$ cat src/rtl/imem_loader_pkg.sv
// Shared types and helpers for the instruction-memory loader.
package imem_loader_pkg;

  // Default frame start marker.
  localparam logic [7:0] SYNC_BYTE_DEFAULT = 8'hA5;

  // Loader FSM states.
  typedef enum logic [2:0] {
    ST_HUNT = 3'd0,
    ST_LEN  = 3'd1,
    ST_DATA = 3'd2,
    ST_CHK  = 3'd3,
    ST_DONE = 3'd4,
    ST_ERR  = 3'd5
  } state_t;

  // States in which the byte stream is accepted.
  function automatic logic takes_rx(input state_t s);
    return (s == ST_HUNT) || (s == ST_LEN) || (s == ST_DATA) || (s == ST_CHK);
  endfunction

  // States inside a frame, where the inter-byte timer runs.
  function automatic logic in_frame(input state_t s);
    return (s == ST_LEN) || (s == ST_DATA) || (s == ST_CHK);
  endfunction

  // LEN byte to data-byte count; zero encodes a full 256-byte image.
  function automatic logic [8:0] frame_count(input logic [7:0] len);
    return (len == 8'h00) ? 9'd256 : {1'b0, len};
  endfunction

endpackage

$ cat src/rtl/imem_loader_if.sv
// Byte-stream input and instruction-memory write port of the loader.
//
// Handshake: the byte source holds rx_valid and rx_data stable until a rising
// edge where rx_valid & rx_ready are both 1; that edge transfers exactly one
// byte. rx_ready may drop at any time and never depends on rx_valid.
// The write port is a plain strobe: im_we is high for one cycle per byte,
// with im_waddr/im_wdata valid in that same cycle.
interface imem_loader_if;
  logic       rx_valid;
  logic [7:0] rx_data;
  logic       rx_ready;
  logic       im_we;
  logic [7:0] im_waddr;
  logic [7:0] im_wdata;

  // Loader side: consumes bytes, drives memory writes.
  modport master (
    input  rx_valid, rx_data,
    output rx_ready, im_we, im_waddr, im_wdata
  );

  // Environment side: byte source and instruction memory.
  modport slave (
    output rx_valid, rx_data,
    input  rx_ready, im_we, im_waddr, im_wdata
  );
endinterface

$ cat src/rtl/imem_loader_timeout.sv
// Inter-byte idle timer: clear/enable counter that flags when TIMEOUT-1
// idle cycles have elapsed inside a frame.
module loader_timeout #(
  parameter int TIMEOUT = 50000
) (
  input  logic clk,
  input  logic rst,
  input  logic clear_i,
  input  logic en_i,
  output logic expired_o
);

  localparam int W = (TIMEOUT > 2) ? $clog2(TIMEOUT) : 1;
  localparam logic [W-1:0] LAST = W'(TIMEOUT - 1);

  logic [W-1:0] cnt_q;

  // Count idle cycles while enabled; saturate at the expiry value.
  always_ff @(posedge clk) begin
    if (rst || clear_i) begin
      cnt_q <= '0;
    end else if (en_i && (cnt_q != LAST)) begin
      cnt_q <= cnt_q + 1'b1;
    end
  end

  assign expired_o = en_i && (cnt_q == LAST);

endmodule

$ cat src/rtl/imem_loader.sv
// Instruction-memory loader: parses SYNC, LEN, data, CHK frames from a byte
// stream, writes the data bytes to instruction memory and releases the CPU
// only after a frame with a good checksum.
module imem_loader
  import imem_loader_pkg::*;
#(
  parameter logic [7:0] SYNC_BYTE = SYNC_BYTE_DEFAULT,
  parameter logic [7:0] BASE_ADDR = 8'h00,
  parameter int         TIMEOUT   = 50000
) (
  input  logic                 clk,
  input  logic                 rst,
  input  logic                 start,
  imem_loader_if.master        bus,
  output logic                 cpu_hold,
  output logic                 load_done,
  output logic                 load_err,
  output state_t               state_o
);

  state_t     state_q;
  logic [8:0] count_q;
  logic [8:0] idx_q;
  logic [7:0] sum_q;
  logic       cpu_hold_q;
  logic       load_done_q;
  logic       load_err_q;
  logic       im_we_q;
  logic [7:0] im_waddr_q;
  logic [7:0] im_wdata_q;

  logic [8:0] idx_d;
  logic [7:0] sum_d;
  logic       rx_acc;
  logic       timer_clear;
  logic       timer_en;
  logic       timer_expired;

  // Ready depends only on the state register and start, never on rx_valid.
  assign bus.rx_ready = takes_rx(state_q) & ~start;
  assign rx_acc       = bus.rx_valid & bus.rx_ready;

  assign idx_d = idx_q + 9'd1;
  assign sum_d = sum_q + bus.rx_data;

  // Timer restarts on every accepted byte and stays cleared outside a frame.
  assign timer_en    = in_frame(state_q);
  assign timer_clear = rx_acc | start | ~timer_en;

  loader_timeout #(
    .TIMEOUT (TIMEOUT)
  ) u_timeout (
    .clk       (clk),
    .rst       (rst),
    .clear_i   (timer_clear),
    .en_i      (timer_en),
    .expired_o (timer_expired)
  );

  // Frame FSM with registered status flags and memory write port.
  always_ff @(posedge clk) begin
    if (rst) begin
      state_q     <= ST_HUNT;
      count_q     <= '0;
      idx_q       <= '0;
      sum_q       <= '0;
      cpu_hold_q  <= 1'b1;
      load_done_q <= 1'b0;
      load_err_q  <= 1'b0;
      im_we_q     <= 1'b0;
      im_waddr_q  <= BASE_ADDR;
      im_wdata_q  <= '0;
    end else if (start) begin
      // start wins over any same-cycle byte; memory contents are left as is.
      state_q     <= ST_HUNT;
      cpu_hold_q  <= 1'b1;
      load_done_q <= 1'b0;
      load_err_q  <= 1'b0;
      im_we_q     <= 1'b0;
    end else begin
      im_we_q <= 1'b0;
      unique case (state_q)
        ST_HUNT: begin
          if (rx_acc && (bus.rx_data == SYNC_BYTE)) state_q <= ST_LEN;
        end
        ST_LEN: begin
          if (rx_acc) begin
            count_q <= frame_count(bus.rx_data);
            idx_q   <= '0;
            sum_q   <= '0;
            state_q <= ST_DATA;
          end else if (timer_expired) begin
            state_q    <= ST_ERR;
            load_err_q <= 1'b1;
          end
        end
        ST_DATA: begin
          if (rx_acc) begin
            im_we_q    <= 1'b1;
            im_waddr_q <= BASE_ADDR + idx_q[7:0];
            im_wdata_q <= bus.rx_data;
            sum_q      <= sum_d;
            idx_q      <= idx_d;
            if (idx_d == count_q) state_q <= ST_CHK;
          end else if (timer_expired) begin
            state_q    <= ST_ERR;
            load_err_q <= 1'b1;
          end
        end
        ST_CHK: begin
          if (rx_acc) begin
            if (sum_d == 8'h00) begin
              state_q     <= ST_DONE;
              cpu_hold_q  <= 1'b0;
              load_done_q <= 1'b1;
            end else begin
              state_q    <= ST_ERR;
              load_err_q <= 1'b1;
            end
          end else if (timer_expired) begin
            state_q    <= ST_ERR;
            load_err_q <= 1'b1;
          end
        end
        ST_DONE, ST_ERR: begin
          state_q <= state_q;
        end
        default: begin
          state_q <= ST_HUNT;
        end
      endcase
    end
  end

  assign bus.im_we    = im_we_q;
  assign bus.im_waddr = im_waddr_q;
  assign bus.im_wdata = im_wdata_q;
  assign cpu_hold     = cpu_hold_q;
  assign load_done    = load_done_q;
  assign load_err     = load_err_q;
  assign state_o      = state_q;

endmodule

$ cat src/flat_wrapper.sv
// flat-port wrapper written by rule: the top's interface ports become plain ports
module imem_loader_flat import imem_loader_pkg::*;
#(
  parameter logic [7:0] SYNC_BYTE = SYNC_BYTE_DEFAULT,
  parameter logic [7:0] BASE_ADDR = 8'h00,
  parameter int         TIMEOUT   = 50000
)
  (clk, rst, start, cpu_hold, load_done, load_err, state_o, bus_rx_valid, bus_rx_data, bus_rx_ready, bus_im_we, bus_im_waddr, bus_im_wdata);
  imem_loader_if bus_i ();
  input  logic clk;
  input  logic rst;
  input  logic start;
  output logic cpu_hold;
  output logic load_done;
  output logic load_err;
  output state_t state_o;
  input wire logic [$bits(bus_i.rx_valid)-1:0] bus_rx_valid;
  input wire logic [$bits(bus_i.rx_data)-1:0] bus_rx_data;
  output wire logic [$bits(bus_i.rx_ready)-1:0] bus_rx_ready;
  output wire logic [$bits(bus_i.im_we)-1:0] bus_im_we;
  output wire logic [$bits(bus_i.im_waddr)-1:0] bus_im_waddr;
  output wire logic [$bits(bus_i.im_wdata)-1:0] bus_im_wdata;
  assign bus_i.rx_valid = bus_rx_valid;
  assign bus_i.rx_data = bus_rx_data;
  assign bus_rx_ready = bus_i.rx_ready;
  assign bus_im_we = bus_i.im_we;
  assign bus_im_waddr = bus_i.im_waddr;
  assign bus_im_wdata = bus_i.im_wdata;
  imem_loader #(.SYNC_BYTE(SYNC_BYTE), .BASE_ADDR(BASE_ADDR), .TIMEOUT(TIMEOUT)) u_core (.clk(clk), .rst(rst), .start(start), .bus(bus_i), .cpu_hold(cpu_hold), .load_done(load_done), .load_err(load_err), .state_o(state_o));
endmodule
$ cat config.mk
export PLATFORM = sky130hd
export DESIGN_NAME = imem_loader_flat
export DESIGN_NICKNAME = d
export VERILOG_FILES = /design/src/rtl/imem_loader_pkg.sv /design/src/rtl/imem_loader_if.sv /design/src/rtl/imem_loader_timeout.sv /design/src/rtl/imem_loader.sv /design/src/flat_wrapper.sv
export SDC_FILE = /design/constraint.sdc
export NUM_CORES = 1
export LEC_CHECK = 0
export ABC_CLOCK_PERIOD_IN_PS = 4800
export CORE_AREA = 2 2 90 92
export DETAILED_ROUTE_END_ITERATION = 8
export DIE_AREA = 0 0 92 94
export GPL_TIMING_DRIVEN = 0
export PLACE_DENSITY = 0.62
export SYNTH_ARGS = -nofsm -noshare
export SYNTH_HDL_FRONTEND = slang
export SYNTH_HIERARCHICAL = 1
export SYNTH_SLANG_ARGS = --single-unit
$ cat constraint.sdc
create_clock -name clk -period 4.8 [get_ports clk]
set_input_delay 0.72 -clock clk [delete_from_list [all_inputs] [get_ports clk]]
set_output_delay 0.72 -clock clk [all_outputs]
set_load 0.01 [all_outputs]
==> flow_metrics.env, run 1 <==
export IMPL_synth_edff_count=0
export IMPL_insertion_delay_ns=0.35
export IMPL_r2r_cells=10
export IMPL_critPathLaunchType="input pin"
export IMPL_finalSetupViolations=0
export IMPL_drt_initial_drc_count=159
export IMPL_route_detailed_drc=0
export IMPL_fin_crit_sh=0.6387
export IMPL_r2r_end="u_core/load_err$_SDFFE_PP0P_"
export IMPL_synth_compound_area_share=0.1913
export IMPL_drv_cap=0
export IMPL_initial_core_util=0.4385
export IMPL_crit_chain="clkdlybuf4s50_1 > ha_1 > fa_1 > xor2_1 > or3_1 > a211oi_1 > nand3_1 > nor4_2 > o21ai_0"
export IMPL_vias_per_cell=5.394
export IMPL_chipHeight_um=94
export IMPL_coreArea_um2=7607
export IMPL_p_leak_nw=1.336
export IMPL_area_delta_synth_final_pct=21.57
export IMPL_antenna_found_initial=0
export IMPL_rsz0062_at_grt="no"
export IMPL_num_nets_final=469
export IMPL_cts_root_buf="clkbuf_8"
export IMPL_yosysMostFrequentCell="dfxtp_1"
export IMPL_wl_per_cell_um=14.75
export IMPL_finalPower_w=0.001153
export IMPL_fmax_mhz=326.2
export IMPL_pin_count=36
export IMPL_die_area_um2=8648
export IMPL_ys_ff_latch=65
export IMPL_gp_congestion=0.8756
export IMPL_cts_buffers=9
export IMPL_path_clk_slew_ns=0.08
export IMPL_post_cts_setup_buffers=0
export IMPL_syn_nets=423
export IMPL_vias=2988
export IMPL_fin_skew_ns=0.01139
export IMPL_hold_buffers=0
export IMPL_whs_ns=0.4551
export IMPL_dp_cells=538
export IMPL_synth_fa_ha_area_frac=0.03976
export IMPL_async_flop_share=0
export IMPL_grt_first_pass_wirelength_um=13520
export IMPL_final_hold_violation_count=0
export IMPL_synth_top_family_by_area="simple AND/OR/NAND/NOR gates"
export IMPL_nFillCells=719
export IMPL_cts_resized=0
export IMPL_design_area_um2=4055
export IMPL_place_area_um2=3814
export IMPL_synth_ff_type="dfxtp_1"
export IMPL_status="complete, no violations"
export IMPL_endpoint_kind="flop"
export IMPL_antenna_left=0
export IMPL_grt_pass1_vias=2795
export IMPL_required_ns=5.02
export IMPL_grt_overflow=0
export IMPL_fp_dieW_um=92
export IMPL_num_rows=32
export IMPL_min_from="u_core/bus.im_wdata[6]$_SDFFE_PP0P_"
export IMPL_synthTopCellsByCount="dfxtp_1, nand2_1, nor2_1"
export IMPL_r2r_slack_ns=2.35
export IMPL_grt_max_degree=13
export IMPL_drive_gt1_frac=0.07743
export IMPL_min_path_cells=2
export IMPL_critPathSlowestCell="clkdlybuf4s50_1"
export IMPL_powerDensity_nw_per_um2=284.2
export IMPL_cts_tree="built"
export IMPL_min_to="u_core/bus.im_wdata[6]$_SDFFE_PP0P_"
export IMPL_first_pass_iters=5
export IMPL_finalSetupTns_ns=0
export IMPL_yosys_area_share_simple=0.2543
export IMPL_cts_max_level=3
export IMPL_synth_cells=401
export IMPL_cts_sinks=65
export IMPL_post_dp_hpwl_um=5882
export IMPL_routed_wl_um=8171
export IMPL_yosys_area_share_xor_xnor=0.06039
export IMPL_synth_top_area_cell="dfxtp_1"
export IMPL_netlist_area_leader_share=0.3901
export IMPL_ys_seq_area_frac=0.3901
export IMPL_diodes=0
export IMPL_muxShareOfSynthArea=0.02401
export IMPL_fin_crit_ns=3.066
export IMPL_port_buffers=35
export IMPL_fin_cells=554
export IMPL_worst_pin_slew_ns=0.6295
export IMPL_syn_area_um2=3336
export IMPL_critPathMaxStageDelay_ns=0.52
export IMPL_track_usage=0.1982
export IMPL_crit_arrival_ns=3.29
export IMPL_ys_types=56
export IMPL_peakVddDrop_mv=0.1833
export IMPL_avgSynthCellArea_um2=8.318
export IMPL_critPathMaxFanout=5
export IMPL_min_path_type="reg2reg"
export IMPL_slew_headroom=0.5744
export IMPL_clock_path_buffers=2
export IMPL_synth_warning_count=6
export IMPL_r2r_start="u_core/state_o[1]$_SDFFE_PP0P_"
export IMPL_drv_slew=0
export IMPL_synth_area_top_cells="dfxtp_1, a21oi_1, nand2_1, nor2_1, xnor2_1"
export IMPL_path_class="in2reg"
-- metal layers --
layer | GRT usage | vias up | wire length, um
li1 | - | 1545 | -
met1 | 0.2589 | 1391 | 4070
met2 | 0.3235 | 46 | 3738
met3 | 0.03772 | 6 | 286
met4 | 0.07960 | 0 | 76
met5 | 0 | - | 0
-- flip-flops by register name, indices dropped and copies added (netlist names) --
signal,cells
u_core/load_err,1
u_core/bus.im_we,1
u_core/load_done,1
u_core/count_q,9
u_core/bus.im_wdata,8
u_core/u_timeout/cnt_q,16
u_core/cpu_hold,1
u_core/state_o,3
u_core/idx_q,9
u_core/sum_q,8
u_core/bus.im_waddr,8
-- layout by cell type, fill, tap and decap left out, types with 7 or more instances in the layout --
cell	instances
a21oi_1	42
a22oi_1	7
clkbuf_1	10
clkbuf_8	9
clkdlybuf4s50_1	35
dfxtp_1	65
ha_1	9
mux2i_1	8
nand2_1	54
nand3_1	13
nand4_1	7
nor2_1	46
o21ai_0	16
or3_1	8
xnor2_1	15
xor2_1	8
-- cells by family (layout without fill, tap and decap cells) --
kind of cell,after synthesis,count (layout)
AOI/OAI and AO/OA,101,101
xor gates and xnor gates,23,23
adders and majority gates,10,10
buffers and inverters,26,77
DFF,65,65
muxes,8,8
and+or+nand+nor,168,168
-- area by class of cell --
cell class,instances,area (um^2),share of cell area
well taps,102,127.6,0.03147
repair buffers,35,350.3,0.08639
flip-flops and latches,65,1301,0.3209
clock buffers,9,123.9,0.03055
inverters,6,22.52,0.005554
plain buffers,20,111.4,0.02746
multi-input cells,310,1901,0.4687
clock inverters,7,117.6,0.02900
-- worst max-delay path by stage --
stage / start / endpoint / slack [ns] / cells past startpoint
6_report: bus_rx_data[0] / u_core/cpu_hold$_SDFFE_PP1P_ / 1.73 / 9
5_1_grt: bus_rx_data[0] / u_core/cpu_hold$_SDFFE_PP1P_ / 1.58 / 9
4_1_cts: bus_rx_data[0] / u_core/cpu_hold$_SDFFE_PP1P_ / 1.72 / 9
3_5_place_dp: bus_rx_data[0] / u_core/cpu_hold$_SDFFE_PP1P_ / 1.36 / 9
3_3_place_gp: bus_rx_data[0] / u_core/cpu_hold$_SDFFE_PP1P_ / 1.33 / 9
2_1_floorplan: bus_rx_data[0] / u_core/cpu_hold$_SDFFE_PP1P_ / 2.17 / 8
-- worst max-delay path, delay by kind of cell --
kind | cells | cell delay [ns]
adder cells (fa/ha/maj) | 2 | 0.73
AND/OR/NAND/NOR | 3 | 0.72
buffers and inverters | 1 | 0.52
AO/OA/AOI/OAI | 2 | 0.40
XOR/XNOR | 1 | 0.20
-- per-stage QoR --
step,util,worst slack (ns)
finish,0.5331,1.734
global route,0.5331,1.577
CTS,0.5331,1.717
detailed placement,0.5013,1.355
global placement,0.5013,1.333
floorplan,-,2.172
-- power breakdown --
| part | internal, W | total, W | switching (W) |
|---|---|---|---|
| clock | 0.000346 | 0.000573 | 0.000227 |
| sequential | 0.000539 | 0.000539 | 0.00000000826 |
| combinational | 0.0000160 | 0.0000411 | 0.0000252 |
| total | 0.000901 | 0.00115 | 0.000252 |
Note: power is estimated with default switching activity, not from simulation.
==> inputs of run 2 (changes only) <==
Settings changed: ABC_CLOCK_PERIOD_IN_PS 4800 to 2500, PLACE_DENSITY 0.62 to 0.65.
Clock period 4.8 ns to 2.5 ns, I/O delays scaled along.
==> run 2 against run 1 <==
Largest cell class unchanged. Power is 100% higher. Register-to-register slack lost 2.2 ns. Highest routed layer unchanged. Wire length decreased by 2.1%.
==> flow_metrics.env, run 2 (synthesis gave the netlist of run 1 again) <==
export IMPL_status="complete, no violations"
export IMPL_die_area_um2=8648
export IMPL_vias=2990
export IMPL_pin_count=36
export IMPL_drive_gt1_frac=0.08850
export IMPL_clock_path_buffers=2
export IMPL_drv_cap=0
export IMPL_grt_max_degree=13
export IMPL_route_detailed_drc=0
export IMPL_diodes=0
export IMPL_finalSetupViolations=0
export IMPL_top_regs="u_core/u_timeout/cnt_q x16, u_core/count_q x9, u_core/idx_q x9"
export IMPL_slew_headroom=0.6225
export IMPL_cts_buffers=9
export IMPL_cts_max_level=3
export IMPL_endpoint_kind="flop"
export IMPL_chipHeight_um=94
export IMPL_area_delta_synth_final_pct=23.29
export IMPL_num_rows=32
export IMPL_vias_per_cell=5.397
export IMPL_grt_overflow=0
export IMPL_p_leak_nw=1.359
export IMPL_drt_initial_drc_count=212
export IMPL_coreArea_um2=7607
export IMPL_path_clk_slew_ns=0.08
export IMPL_finalPower_w=0.002337
export IMPL_cts_sinks=65
export IMPL_fin_crit_sh=0.9560
export IMPL_first_pass_iters=4
export IMPL_rsz0062_at_grt="no"
export IMPL_critPathLaunchType="input pin"
export IMPL_min_path_type="reg2reg"
export IMPL_peakVddDrop_mv=0.2782
export IMPL_largest_register="u_core/u_timeout/cnt_q"
export IMPL_initial_core_util=0.4385
export IMPL_critPathBufInv=1
export IMPL_wl_per_cell_um=14.45
export IMPL_worst_pin_slew_ns=0.5662
export IMPL_insertion_delay_ns=0.34
export IMPL_num_nets_final=469
export IMPL_cts_root_buf="clkbuf_8"
export IMPL_routed_wl_um=8003
export IMPL_hold_buffers=0
export IMPL_powerDensity_nw_per_um2=568.1
export IMPL_largest_reg_flops=16
export IMPL_crit_chain="dlygate4sd2_1 > ha_1 > fa_2 > xor2_1 > or3_1 > a211oi_2 > nand3_1 > nor4_4 > o21ai_0"
export IMPL_path_class="in2reg"
export IMPL_gp_congestion=0.8505
export IMPL_critPathSlowestCell="fa_2"
export IMPL_grt_first_pass_wirelength_um=13400
export IMPL_antenna_left=0
export IMPL_critPathMaxFanout=5
export IMPL_required_ns=2.72
export IMPL_fin_crit_ns=2.390
export IMPL_fp_dieW_um=92
export IMPL_grt_pass1_vias=2749
export IMPL_fin_skew_ns=0.01248
export IMPL_final_cell_mix="dfxtp_1, nand2_1, nor2_1, a21oi_1, clkdlybuf4s50_1"
export IMPL_final_util=0.5406
export IMPL_critPathMaxStageDelay_ns=0.38
export IMPL_crit_arrival_ns=2.61
export IMPL_antenna_found_initial=0
export IMPL_cts_tree="built"
export IMPL_post_dp_hpwl_um=5684
export IMPL_drv_slew=0
export IMPL_port_buffers=35
export IMPL_track_usage=0.1955
export IMPL_crit_family="simple AND/OR/NAND/NOR gates"
export IMPL_fmax_mhz=418.4
export IMPL_final_common_cell="dfxtp_1"
export IMPL_final_hold_violation_count=0
==> run 2: final cells by class <==
class / count / area, um^2
Sequential cell: 65 / 1301
Fill cell: 743 / 3495
Timing Repair Buffer: 35 / 347.8
Clock inverter: 6 / 137.6
Clock buffer: 10 / 137.6
Inverter: 6 / 22.52
Buffer: 20 / 112.6
Multi-Input combinational cell: 310 / 1926
Tap cell: 102 / 127.6
==> run 2: per-layer routing <==
layer  global-route usage  wire, um  up-vias
li1                     -         -     1538
met1               0.2526      3859     1392
met2               0.3254      3785       54
met3              0.04414       293        6
met4              0.06219        65        0
met5                    0         0        -
==> run 2: worst reg2reg max path, cell delays in order (launching register included) <==
cell	delay [ns]
dfxtp_1	0.32
ha_1	0.22
fa_2	0.38
xor2_1	0.19
or3_1	0.34
a211oi_2	0.23
nand3_1	0.16
nor4_4	0.21
o21ai_0	0.12
==> run 2: power breakdown <==
group / total (W) / internal, W / leakage, nW / switching [W]
registers: 0.00103 / 0.00103 / 0.523 / 0.0000000148
clock network: 0.00122 / 0.000796 / 0.137 / 0.000427
logic: 0.0000789 / 0.0000297 / 0.699 / 0.0000492
total: 0.00234 / 0.00186 / 1.36 / 0.000476
==> run 2: worst paths after layout <==
kind | startpoint | endpoint | slack [ns] | cells after the start
setup reg to reg | u_core/sum_q[0]$_SDFFE_PP0P_ | u_core/cpu_hold$_SDFFE_PP1P_ | 0.20 | 8
hold reg to reg | u_core/bus.im_wdata[3]$_SDFFE_PP0P_ | u_core/bus.im_wdata[3]$_SDFFE_PP0P_ | 0.46 | 2
hold / removal | u_core/bus.im_wdata[3]$_SDFFE_PP0P_ | u_core/bus.im_wdata[3]$_SDFFE_PP0P_ | 0.46 | 2
setup / recovery | bus_rx_data[0] | u_core/cpu_hold$_SDFFE_PP1P_ | 0.11 | 9
==> run 2: metrics by stage <==
stage	worst slack (ns)	area (um^2)	TNS, ns	cells	hold slack, ns
floorplan	0.2169	3336	0	401	0.4578
global placement	-0.6446	3814	-2.712	538	0.4432
detailed placement	-0.6764	3814	-2.908	538	0.4467
CTS	0.0006493	4095	0	554	0.4575
global route	0.02555	4113	0	554	0.4753
finish	0.1101	4113	0	554	0.4552
==> run 2: repair_timing <==
| action | 4_1_cts | 5_1_grt |
|---|---|---|
| gates resized for setup | 3 | 6 |
| endpoints found under the setup margin | 4 | 5 |
| buffers inserted | 0 | 0 |
